<file path="src/rtl/axi_stream_if.sv">
// axi_stream_if: minimal AXI-Stream channel used to carry the serial
// configuration bitstream into the fabric logic elements.
interface axi_stream_if #(
   parameter int unsigned DATA_W = 1
);
   logic              tvalid;
   logic              tready;
   logic              tlast;
   logic [DATA_W-1:0] tdata;

   modport master (
      output tvalid,
      output tdata,
      output tlast,
      input  tready
   );

   modport slave (
      input  tvalid,
      input  tdata,
      input  tlast,
      output tready
   );
endinterface

</file>
<file path="src/rtl/lut_array.sv">
// lut_array: bank of NUM_OUTPUTS independent WIDTH-input LUTs sharing one input
// vector, loaded serially (one bit per beat) over an AXI-Stream slave port.
// Each LUT has a mode bit selecting combinational or registered output.
// Optional build macro: LUT_ARRAY_TLAST_CHECK_EN enables tlast framing checks
// (mis-framed stream -> ERROR state, cfg_error high).
module lut_array #(
   parameter int unsigned WIDTH       = 4,
   parameter int unsigned NUM_OUTPUTS = 2
) (
   input  logic                   clk,
   input  logic                   rst_n,
   input  logic                   cfg,
   axi_stream_if.slave            cfg_bitstream,
   output logic                   cfg_ready,
   output logic                   cfg_error,
   input  logic                   run,
   input  logic [WIDTH-1:0]       run_in,
   output logic [NUM_OUTPUTS-1:0] run_out
);

   localparam int unsigned DEPTH    = 1 << WIDTH;
   localparam int unsigned SLICE    = DEPTH + 1;
   localparam int unsigned CFG_BITS = NUM_OUTPUTS * SLICE;
   localparam int unsigned CNT_W    = $clog2(CFG_BITS);

   typedef enum logic [2:0] {
      S_INIT  = 3'd0,
      S_LOAD  = 3'd1,
      S_IDLE  = 3'd2,
      S_RUN   = 3'd3,
      S_ERROR = 3'd4
   } state_t;

   state_t                 state_q, state_d;
   logic [CNT_W-1:0]       cnt_q;
   logic [CFG_BITS-1:0]    cfg_q;
   logic [NUM_OUTPUTS-1:0] ff_q;
   logic [NUM_OUTPUTS-1:0] lut_val;
   logic [NUM_OUTPUTS-1:0] mode;
   logic                   tready_q;
   logic                   cfg_ready_q;
   logic                   beat;
   logic                   last_beat;
   logic                   tlast_bad;
   logic                   load_entry;

   // Per-LUT view of the flat config vector: DEPTH table bits then the mode bit.
   for (genvar k = 0; k < NUM_OUTPUTS; k++) begin : g_lut
      logic [DEPTH-1:0] tt;
      assign tt         = cfg_q[k*SLICE +: DEPTH];
      assign mode[k]    = cfg_q[k*SLICE + DEPTH];
      assign lut_val[k] = tt[run_in];
   end

   assign beat      = cfg_bitstream.tvalid && tready_q;
   assign last_beat = (cnt_q == CNT_W'(CFG_BITS - 1));

`ifdef LUT_ARRAY_TLAST_CHECK_EN
   logic cfg_error_q;
   assign tlast_bad = beat && (cfg_bitstream.tlast != last_beat);
   assign cfg_error = cfg_error_q;
`else
   assign tlast_bad = 1'b0;
   assign cfg_error = 1'b0;
`endif

   // Next-state decode; run has priority over cfg outside LOAD.
   always_comb begin
      state_d = state_q;
      unique case (state_q)
         S_INIT:  if (cfg) state_d = S_LOAD;
         S_LOAD: begin
            if (tlast_bad)              state_d = S_ERROR;
            else if (beat && last_beat) state_d = S_IDLE;
         end
         S_IDLE: begin
            if (run)      state_d = S_RUN;
            else if (cfg) state_d = S_LOAD;
         end
         S_RUN:   if (!run) state_d = cfg ? S_LOAD : S_IDLE;
         S_ERROR: if (cfg)  state_d = S_LOAD;
         default: state_d = S_INIT;
      endcase
      load_entry = (state_d == S_LOAD) && (state_q != S_LOAD);
   end

   // State, registered status outputs, config storage, beat counter and output flops.
   always_ff @(posedge clk or negedge rst_n) begin
      if (!rst_n) begin
         state_q     <= S_INIT;
         cnt_q       <= '0;
         cfg_q       <= '0;
         ff_q        <= '0;
         tready_q    <= 1'b0;
         cfg_ready_q <= 1'b0;
`ifdef LUT_ARRAY_TLAST_CHECK_EN
         cfg_error_q <= 1'b0;
`endif
      end else begin
         state_q     <= state_d;
         tready_q    <= (state_d == S_LOAD);
         cfg_ready_q <= (state_d == S_IDLE) || (state_d == S_RUN);
`ifdef LUT_ARRAY_TLAST_CHECK_EN
         cfg_error_q <= (state_d == S_ERROR);
`endif
         if (load_entry)
            cnt_q <= '0;
         else if (beat)
            cnt_q <= last_beat ? '0 : cnt_q + CNT_W'(1);
         if (beat)
            cfg_q[cnt_q] <= cfg_bitstream.tdata[0];
         if (load_entry)
            ff_q <= '0;
         else if (state_q == S_RUN)
            ff_q <= lut_val;
      end
   end

   assign cfg_bitstream.tready = tready_q;
   assign cfg_ready            = cfg_ready_q;

   // Outputs are forced low outside RUN; mode selects flop or direct table value.
   assign run_out = (state_q == S_RUN) ? ((mode & ff_q) | (~mode & lut_val))
                                       : '0;

endmodule

</file>
<file path="src/flat_wrapper.sv">
// flat-port wrapper written by rule: the top's interface ports become plain ports
module lut_array_flat 
#(
   parameter int unsigned WIDTH       = 4,
   parameter int unsigned NUM_OUTPUTS = 2
)
  (clk, rst_n, cfg, cfg_ready, cfg_error, run, run_in, run_out, cfg_bitstream_tvalid, cfg_bitstream_tdata, cfg_bitstream_tlast, cfg_bitstream_tready);
  axi_stream_if #(.DATA_W(1)) cfg_bitstream_i ();
  input  logic clk;
  input  logic rst_n;
  input  logic cfg;
  output logic cfg_ready;
  output logic cfg_error;
  input  logic run;
  input  logic [WIDTH-1:0] run_in;
  output logic [NUM_OUTPUTS-1:0] run_out;
  input wire logic [$bits(cfg_bitstream_i.tvalid)-1:0] cfg_bitstream_tvalid;
  input wire logic [$bits(cfg_bitstream_i.tdata)-1:0] cfg_bitstream_tdata;
  input wire logic [$bits(cfg_bitstream_i.tlast)-1:0] cfg_bitstream_tlast;
  output wire logic [$bits(cfg_bitstream_i.tready)-1:0] cfg_bitstream_tready;
  assign cfg_bitstream_i.tvalid = cfg_bitstream_tvalid;
  assign cfg_bitstream_i.tdata = cfg_bitstream_tdata;
  assign cfg_bitstream_i.tlast = cfg_bitstream_tlast;
  assign cfg_bitstream_tready = cfg_bitstream_i.tready;
  lut_array #(.WIDTH(WIDTH), .NUM_OUTPUTS(NUM_OUTPUTS)) u_core (.clk(clk), .rst_n(rst_n), .cfg(cfg), .cfg_bitstream(cfg_bitstream_i), .cfg_ready(cfg_ready), .cfg_error(cfg_error), .run(run), .run_in(run_in), .run_out(run_out));
endmodule
</file>
<file path="config.mk">
export PLATFORM = sky130hd
export DESIGN_NAME = lut_array_flat
export DESIGN_NICKNAME = d
export VERILOG_FILES = /design/src/rtl/axi_stream_if.sv /design/src/rtl/lut_array.sv /design/src/flat_wrapper.sv
export SDC_FILE = /design/constraint.sdc
export NUM_CORES = 1
export LEC_CHECK = 0
export CORE_MARGIN = 2
export CORE_UTILIZATION = 50
export DETAILED_ROUTE_END_ITERATION = 16
export MAX_ROUTING_LAYER = met4
export PLACE_DENSITY = 0.75
export SLEW_MARGIN = 20
export SYNTH_ARGS = -nofsm -noshare
export SYNTH_HDL_FRONTEND = slang
export SYNTH_SLANG_ARGS = --single-unit
export TNS_END_PERCENT = 20
</file>
<file path="constraint.sdc">
create_clock -name clk -period 1.9 [get_ports clk]
set_input_delay 0.285 -clock clk [delete_from_list [all_inputs] [get_ports clk]]
set_output_delay 0.285 -clock clk [all_outputs]
set_load 0.05 [all_outputs]
</file>
# Yosys cells after proc, flatten, opt, wreduce, memory -nomap -nowiden
# Cells that the tools add are included.
[word_totals]
ff_bits = 47
inputBits = 11
elab_cells = 51
[classes]
add_sub_neg = 1
magnitude_cmp = 3
n_eq_ne = 9
n_mux = 19
bitwise_logic = 4
reduce_logical = 9
[op_table]
columns = ["op", "n"]
rows = [
  ["bitwise mux 34 bit", 1],
  ["2-to-1 mux 6 bit", 3],
  ["equality test 3 x 2 -> 1 bit, second input constant", 4],
  ["2-to-1 mux 3 bit", 4],
  ["case mux 3 bit (4 select lines)", 1],
  ["binary-select mux 1 bit (select 4 bit)", 2],
  ["2-to-1 mux 2 bit", 4],
  ["< comparator 6 x 7 -> 1 bit, second input constant", 1],
  ["adder 6 x 1 -> 6 bit, second input constant", 1],
  ["demux 1 bit (select 6 bit)", 1],
  ["equality test 3 x 1 -> 1 bit, second input constant", 2],
  ["equality test 6 bit, second input constant", 1],
  [">= comparator 6 x 1 -> 1 bit, second input constant", 1],
  ["< comparator 4 x 5 -> 1 bit, second input constant", 1],
  ["bitwise AND 2 bit", 2],
  ["logical AND 1 bit", 4],
  ["nonzero test 2 bit", 2],
  ["equality test 3 bit, second input constant", 1],
  ["zero test 3 bit", 1],
  ["2-to-1 mux 1 bit", 3],
  ["!= test 3 x 1 -> 1 bit, second input constant", 1],
  ["inverter 2 bit", 1],
  ["OR 2 bit", 1],
  ["OR reduction 2 bit", 1],
  ["logical OR 1 bit", 1],
]

# Longest topological paths before layout
# Gate-level depths: netlist of run 1.
[depth]
word_depth = 7
ltp_mapped = 6
ltp_nobuf = 5

# Worst setup path before layout of run 1
# OpenSTA, ideal clock, no wires.
[synth_path]
path_type = "input to output"
start = "input run_in[2]"
end = "output run_out[1]"
arrival_time_ns = 1.899
path_slack_ns = -0.284
stages = 6
n_path_buf = 2
cell_sequence = "buf_2 -> buf_2 -> mux2i_1 -> a22oi_1 -> nand4_1 -> a31oi_1"
[synth_between]
elab_chain_len = 5
[synth_lines]
columns = ["element", "line", "text"]
rows = [
  ["from (decl)", "flat_wrapper.sv:15", "input logic [WIDTH-1:0] run_in;"],
  ["binary-select mux 1 bit (select 4 bit)", "lut_array.sv:52", "assign lut_val[k] = tt[run_in];"],
  ["2-to-1 mux 1 bit (not written as such)", "lut_array.sv:52", ""],
  ["bitwise AND 2 bit", "lut_array.sv:123", "assign run_out = (state_q == S_RUN) ? ((mode & ff_q) | (~mode & lut_val))"],
  ["OR 2 bit", "lut_array.sv:123", ""],
  ["2-to-1 mux 2 bit", "lut_array.sv:123", ""],
  ["to (decl)", "flat_wrapper.sv:16", "output logic [NUM_OUTPUTS-1:0] run_out;"],
]
# Every way passes these cells. The select of a mux whose other input is x is not followed.

# Worst setup path after layout of run 1
# Ends and elaborated chain as after synthesis.

==> qor.yml, run 1 <==
crit_path_end_kind: "primary output"
irDropWorstVdd_mv: 0.661
drt_iter0_drc: 111
final_common_cell: "dfrtp_1"
required_ns: 1.62
ctsLongestPathBuffers: 2
antenna_found_initial: 0
vias: 1901
drtAntennaViolNets: 0
start_util: 0.526
finalPower_mw: 2.88
dp_slack_ns: -0.296
min_period_over_period: 1.03
dr.pass1.iters: 4
status: "complete, but fails checks"
grt_usage: 0.221
drc_errors: 0
fin_nets: 295
clk_latency_ns: 0.31
synthAdderAreaFrac: 0.00988
cp_max_fo: 8
setup_ws_ns: -0.0495
coreArea_um2: 4820
ios: 16
slew_headroom: 0.644
finalMaxSlewViolations: 0
reg2reg_depth: 4
synthesis.area_um2: 2530
yosysWarnings: 0
critPathArrivalTime_ns: 1.66
htreeDepth: 2
cap_violations: 0
r2r_end: "u_core.state_q[1]$_DFF_PN0_"
num_rows: 25
dp.final_hpwl_um: 3870
finClkSkew_ns: 0.0108
path_class: "in2out"
grt_pass1_vias: 1834
die-area_um2: 5650
synth_top_family_by_area: "multiplexers"
drt-wirelength-per-cell_um: 15.4
synth_simple_gate_area_frac: 0.205
synth-xor-area-share: 0.0138
powerDensity_nw_per_um2: 941
syn_avg_cell_area_um2: 10.1
r2r_slack_ns: 0.13
worstMarginPinSlew_ns: 0.533
diodes: 0
drive_above_1_share: 0.304
cellLeakagePower_nw: 1.41
synth-seq-cells: 47
hold_path_class: "in2async"
routed_via_density: 5.43
numCtsBuffers: 5
rsz0062_at_grt: "yes"
synth-compound-area-share: 0.0484
layout_common_cells: "dfrtp_1, nor2_1, mux2_2"
period_minus_slack_ns: 1.95
fmax_mhz: 513
grt_pass1_wl_um: 8960
seq_area_frac_synth: 0.464
cts-root-buf: "clkbuf_8"
port_buffers: 13
grt_max_degree: 35
die_x_um: 75.2
synth.distinct_cells: 36
die_h_um: 75.2
cts_tree: "done"
clk_pin_slew_ns: 0.09
finalWirelength_um: 5380
worstReg2RegStart: "u_core.cnt_q[3]$_DFFE_PN0P_"
grt-ovfl-total: 0
syn_nets: 263
clkSinkCount: 47
muxShareOfSynthArea: 0.214
setup_viol: 2
violations: "negative setup slack"
finalHoldViolCount: 0
critPathLaunchType: "input pin"
place.gp.congestion: 0.976
syn_to_final_growth_pct: 20.8
postSynthCellCount: 250
cp-startpoint: "run_in[2]"
finalSetupTns_ns: -0.0897
-- power by group --
part	switching, mW	leakage, nW	internal, mW
logic	0.394	0.745	0.415
clock network	0.375	0.0452	0.269
registers	0.210	0.624	1.22
total	0.979	1.41	1.90
-- state kept, by name, indices dropped and copies added, names as in the netlist --
register,flops
u_core.cfg_ready,1
u_core.cfg_bitstream.tready,1
u_core.cnt_q,6
u_core.state_q,3
u_core.ff_q,2
u_core.cfg_q,34
-- metrics by stage --
stage / cell area [µm²] / hold slack, ns / util / instances
final: 3060 / 0.484 / 0.635 / 350
after global routing: 3060 / 0.523 / 0.635 / 350
after floorplan: 2550 / -0.0106 / - / 250
after CTS: 3060 / 0.492 / 0.634 / 349
after detailed placement: 2880 / 0.290 / 0.598 / 335
after global placement: 2880 / 0.290 / 0.598 / 335
-- how the worst max path moves through the flow --
stage               slack [ns]          to
floorplan                -0.03  run_out[0]
global placement         -0.27  run_out[0]
detailed placement       -0.30  run_out[1]
CTS                      -0.08  run_out[0]
global route             -0.11  run_out[0]
finish                   -0.05  run_out[1]
-- critical path: stages --
cell and delay (ns):
dlygate4sd2_1 0.29, buf_12 0.16, mux2i_1 0.12, a22oi_1 0.22
nand4_1 0.21, a31oi_4 0.22, buf_12 0.16
-- final cells by class --
cell class / count / area [µm²]
fill: 387 / 1760
inverter: 5 / 18.8
multi-input combinational: 181 / 1280
clock inverter: 3 / 25.0
tap: 67 / 83.8
clock buffer: 5 / 68.8
sequential: 47 / 1180
timing repair buffer: 42 / 408
-- timing repair --
action / CTS / global route
buffers inserted: 4 / 1
endpoints found under the setup margin: 2 / 2
endpoints found under the hold margin: 20 / 0
resized for setup: 7 / 2
gates cloned: 1 / 0
pin swaps: 6 / 5
hold buffers: 1 / 0
-- routing by layer --
metal / global-route usage / routed length [µm] / up-vias
met5: - / 0 / -
met4: 0.0663 / 73 / 0
met2: 0.327 / 2500 / 43
met1: 0.308 / 2570 / 931
li1: - / - / 918
met3: 0.0455 / 241 / 9
-- Yosys cell counts, drive strengths merged --
cell | n | area [µm²]
nor2 | 38 | 143
mux2i | 16 | 160
xor2 | 3 | 26.3
nor3 | 3 | 15.0
ha | 2 | 25.0
and3 | 2 | 12.5
nand3 | 10 | 50.1
conb | 1 | 3.75
nor2b | 6 | 37.5
nor3b | 4 | 41.3
clkbuf | 10 | 37.5
or3b | 2 | 17.5
or4 | 1 | 11.3
nand3b | 2 | 18.8
dfrtp | 47 | 1180
and3b | 2 | 17.5
nor4 | 1 | 12.5
o21ai | 4 | 20.0
a31oi | 4 | 25.0
a22oi | 5 | 37.5
o211ai | 2 | 15.0
or3 | 1 | 6.26
mux2 | 34 | 383
inv | 5 | 18.8
a21oi | 5 | 25.0
nand2 | 26 | 97.6
or2 | 1 | 6.26
xnor2 | 1 | 8.76
buf | 7 | 52.5
and2 | 1 | 6.26
nand4 | 4 | 25.0
-- kinds of logic (layout without fill, tap and decap cells) --
family / Yosys count / count (layout)
buffers and inverters: 22 / 55
AOI/OAI and AO/OA: 20 / 20
adders and majority gates: 2 / 2
muxes: 50 / 50
DFF: 47 / 47
other: 1 / 1
and+or+nand+nor: 104 / 104
xor gates and xnor gates: 4 / 4
Power figures use the tool's default switching activity.
==> inputs of run 2 (changes only) <==
CTS_CLUSTER_SIZE = 16   (was not set)
==> results of run 2 <==
The final DEF is identical to that of run 1; final timing and power are the same.
==> inputs of run 3 (changes only) <==
CORE_UTILIZATION = 52   (was 50)
CTS_BUF_LIST = sky130_fd_sc_hd__clkbuf_16   (was not set)
PLACE_DENSITY = 0.77   (was 0.75)
==> qor.yml, run 3 (synthesis results as in run 1) <==
status: "complete, but fails checks"
violations: "negative setup slack"
clk_pin_slew_ns: 0.06  # -0.03 ns
dp_slack_ns: -0.326  # -0.0300 ns
routed_via_density: 5.68  # +4.6%
required_ns: 1.62  # about the same
diodes: 0  # unchanged
critPathLaunchType: "register"
hold_path_class: "reg2reg"
path_class: "reg2out"
finalHoldViolCount: 0  # unchanged
placedCellCount: 335  # unchanged
fin_area_um2: 3190  # +4.3%
largest_register_ffs: 34  # unchanged
port_buffers: 13  # unchanged
reg_top3: "u_core.cfg_q: 34 flops, u_core.cnt_q: 6 flops, u_core.state_q: 3 flops"
cp_max_fo: 3  # -5
r2r_end: "u_core.ff_q[0]$_DFFE_PN0P_"
final_common_cell: "dfrtp_1"
cp-startpoint: "u_core.state_q[2]$_DFF_PN0_"
die_h_um: 73.8  # -1.8%
coreArea_um2: 4720  # -1.9%
finClkSkew_ns: 0.00691  # -0.00386 ns
crit_end: "run_out[0]"
cap_violations: 0  # unchanged
finalMaxSlewViolations: 0  # unchanged
drt_iter0_drc: 204  # +84%
cts-root-buf: "clkbuf_16"
drive_above_1_share: 0.322  # +0.0179
setup_ws_ns: -0.0937  # -0.0441 ns
syn_to_final_growth_pct: 25.9
period_minus_slack_ns: 1.99  # +0.0441 ns
placedInstanceArea_um2: 2880  # unchanged
reg2reg_depth: 9  # +5
ctsLongestPathBuffers: 2  # unchanged
largest-register: "u_core.cfg_q"
start_util: 0.536  # +0.0104
antenna_found_initial: 0  # unchanged
grt_pass1_wl_um: 9830  # +9.6%
numCtsBuffers: 5  # unchanged
grt-ovfl-total: 0  # unchanged
hold_start: "u_core.cfg_q[27]$_DFFE_PN0P_"
drtAntennaViolNets: 0  # unchanged
htreeDepth: 2  # unchanged
cellLeakagePower_nw: 1.48  # +4.7%
r2r_slack_ns: -0.01  # -0.14 ns
grt_pass1_vias: 1933  # +5.4%
min_path_cells: 1
grt_max_degree: 48  # +37%
setup_viol: 3  # +1
fmax_mhz: 502  # -2.2%
fin_nets: 303  # +2.7%
cts_tree: "done"
rsz0062_at_grt: "yes"
critPathArrivalTime_ns: 1.71  # +0.05 ns
grt_usage: 0.253  # +0.0327
min_period_over_period: 1.05  # +0.0232
drt-wirelength-per-cell_um: 17.4  # +13%
vias: 2023  # +6.4%
finalSetupTns_ns: -0.163  # -0.0729 ns
dr.pass1.iters: 4  # unchanged
num_rows: 25  # unchanged
finalWirelength_um: 6190  # +15%
die-area_um2: 5440  # -3.6%
worstReg2RegStart: "u_core.state_q[2]$_DFF_PN0_"
place.gp.congestion: 0.916  # -6.2%
die_x_um: 73.8  # -1.8%
drc_errors: 0  # unchanged
irDropWorstVdd_mv: 0.604  # -8.7%
clk_latency_ns: 0.29  # -0.02 ns
crit_path_end_kind: "primary output"
dp.final_hpwl_um: 3830  # -0.98%
ios: 16  # unchanged
clkSinkCount: 47  # unchanged
post-route-util: 0.675  # +0.0402
final_cells: 356  # +1.7%
layout_common_cells: "dfrtp_1, nor2_1, mux2_2"
powerDensity_nw_per_um2: 971  # +3.2%
run 3: cell types whose count changed in the layout (fill, tap and decap cells not counted), moves of 2 or more:
| cell | change |
|---|---|
| clkbuf_8 | -5 |
| inv_6 | -2 |
| buf_6 | +2 |
| clkbuf_16 | +5 |
| a31oi_4 | +2 |
| buf_4 | +6 |
run 3: worst min path at each step:
stage / to / slack [ns]
5_1_grt: u_core.cfg_q[10]$_DFFE_PN0P_ / 0.51
3_5_place_dp: u_core.cnt_q[4]$_DFFE_PN0P_ / 0.29
2_1_floorplan: u_core.cfg_bitstream.tready$_DFF_PN0_ / -0.01
4_1_cts: u_core.cfg_q[27]$_DFFE_PN0P_ / 0.51
3_3_place_gp: u_core.cnt_q[4]$_DFFE_PN0P_ / 0.29
6_report: u_core.cfg_q[27]$_DFFE_PN0P_ / 0.50
run 3: final cells by class:
class                   instances  area (µm²)
multi-input cells             181        1300
inverters                       5        18.8
repair buffers                 50         478
clock inverters                 1        3.75
clock buffers                   5         125
fillers                       337        1530
flip-flops and latches         47        1180
well taps                      67        83.8
run 3: routing by layer:
metal,vias to the layer above,track usage,routed length [µm]
met5,-,-,0
met4,0,0.0909,114
met3,12,0.0535,349
met2,72,0.379,3040
met1,1009,0.342,2690
li1,930,-,-
run 3: worst max-delay path, cell delays in order, from the launching register on:
cell and delay, ns:
dfrtp_1 0.38, and3b_2 0.26, and2_4 0.16, nand4_1 0.20, a31oi_4 0.26, buf_12 0.16
run 3: repair_timing:
action | in CTS | in global routing
hold endpoints to repair | 47 | 0
cloned | 1 | 0
resized for setup | 11 | 5
setup endpoints to repair | 2 | 3
pin swaps | 7 | 3
setup buffers | 13 | 1
hold buffers | 1 | 0
run 3: stage by stage:
stage | total power, mW | hold slack (ns)
5_1_grt | 3.26 | 0.512
3_5_place_dp | 2.25 | 0.291
2_1_floorplan | 2.00 | -0.0106
3_3_place_gp | 2.21 | 0.289
6_report | 3.10 | 0.504
4_1_cts | 3.07 | 0.508
run 3: power by group:
| group | internal [mW] | switching, mW | total [mW] |
|---|---|---|---|
| Combinational | 0.423 | 0.420 | 0.844 |
| Sequential | 1.22 | 0.217 | 1.44 |
| Clock | 0.468 | 0.350 | 0.818 |
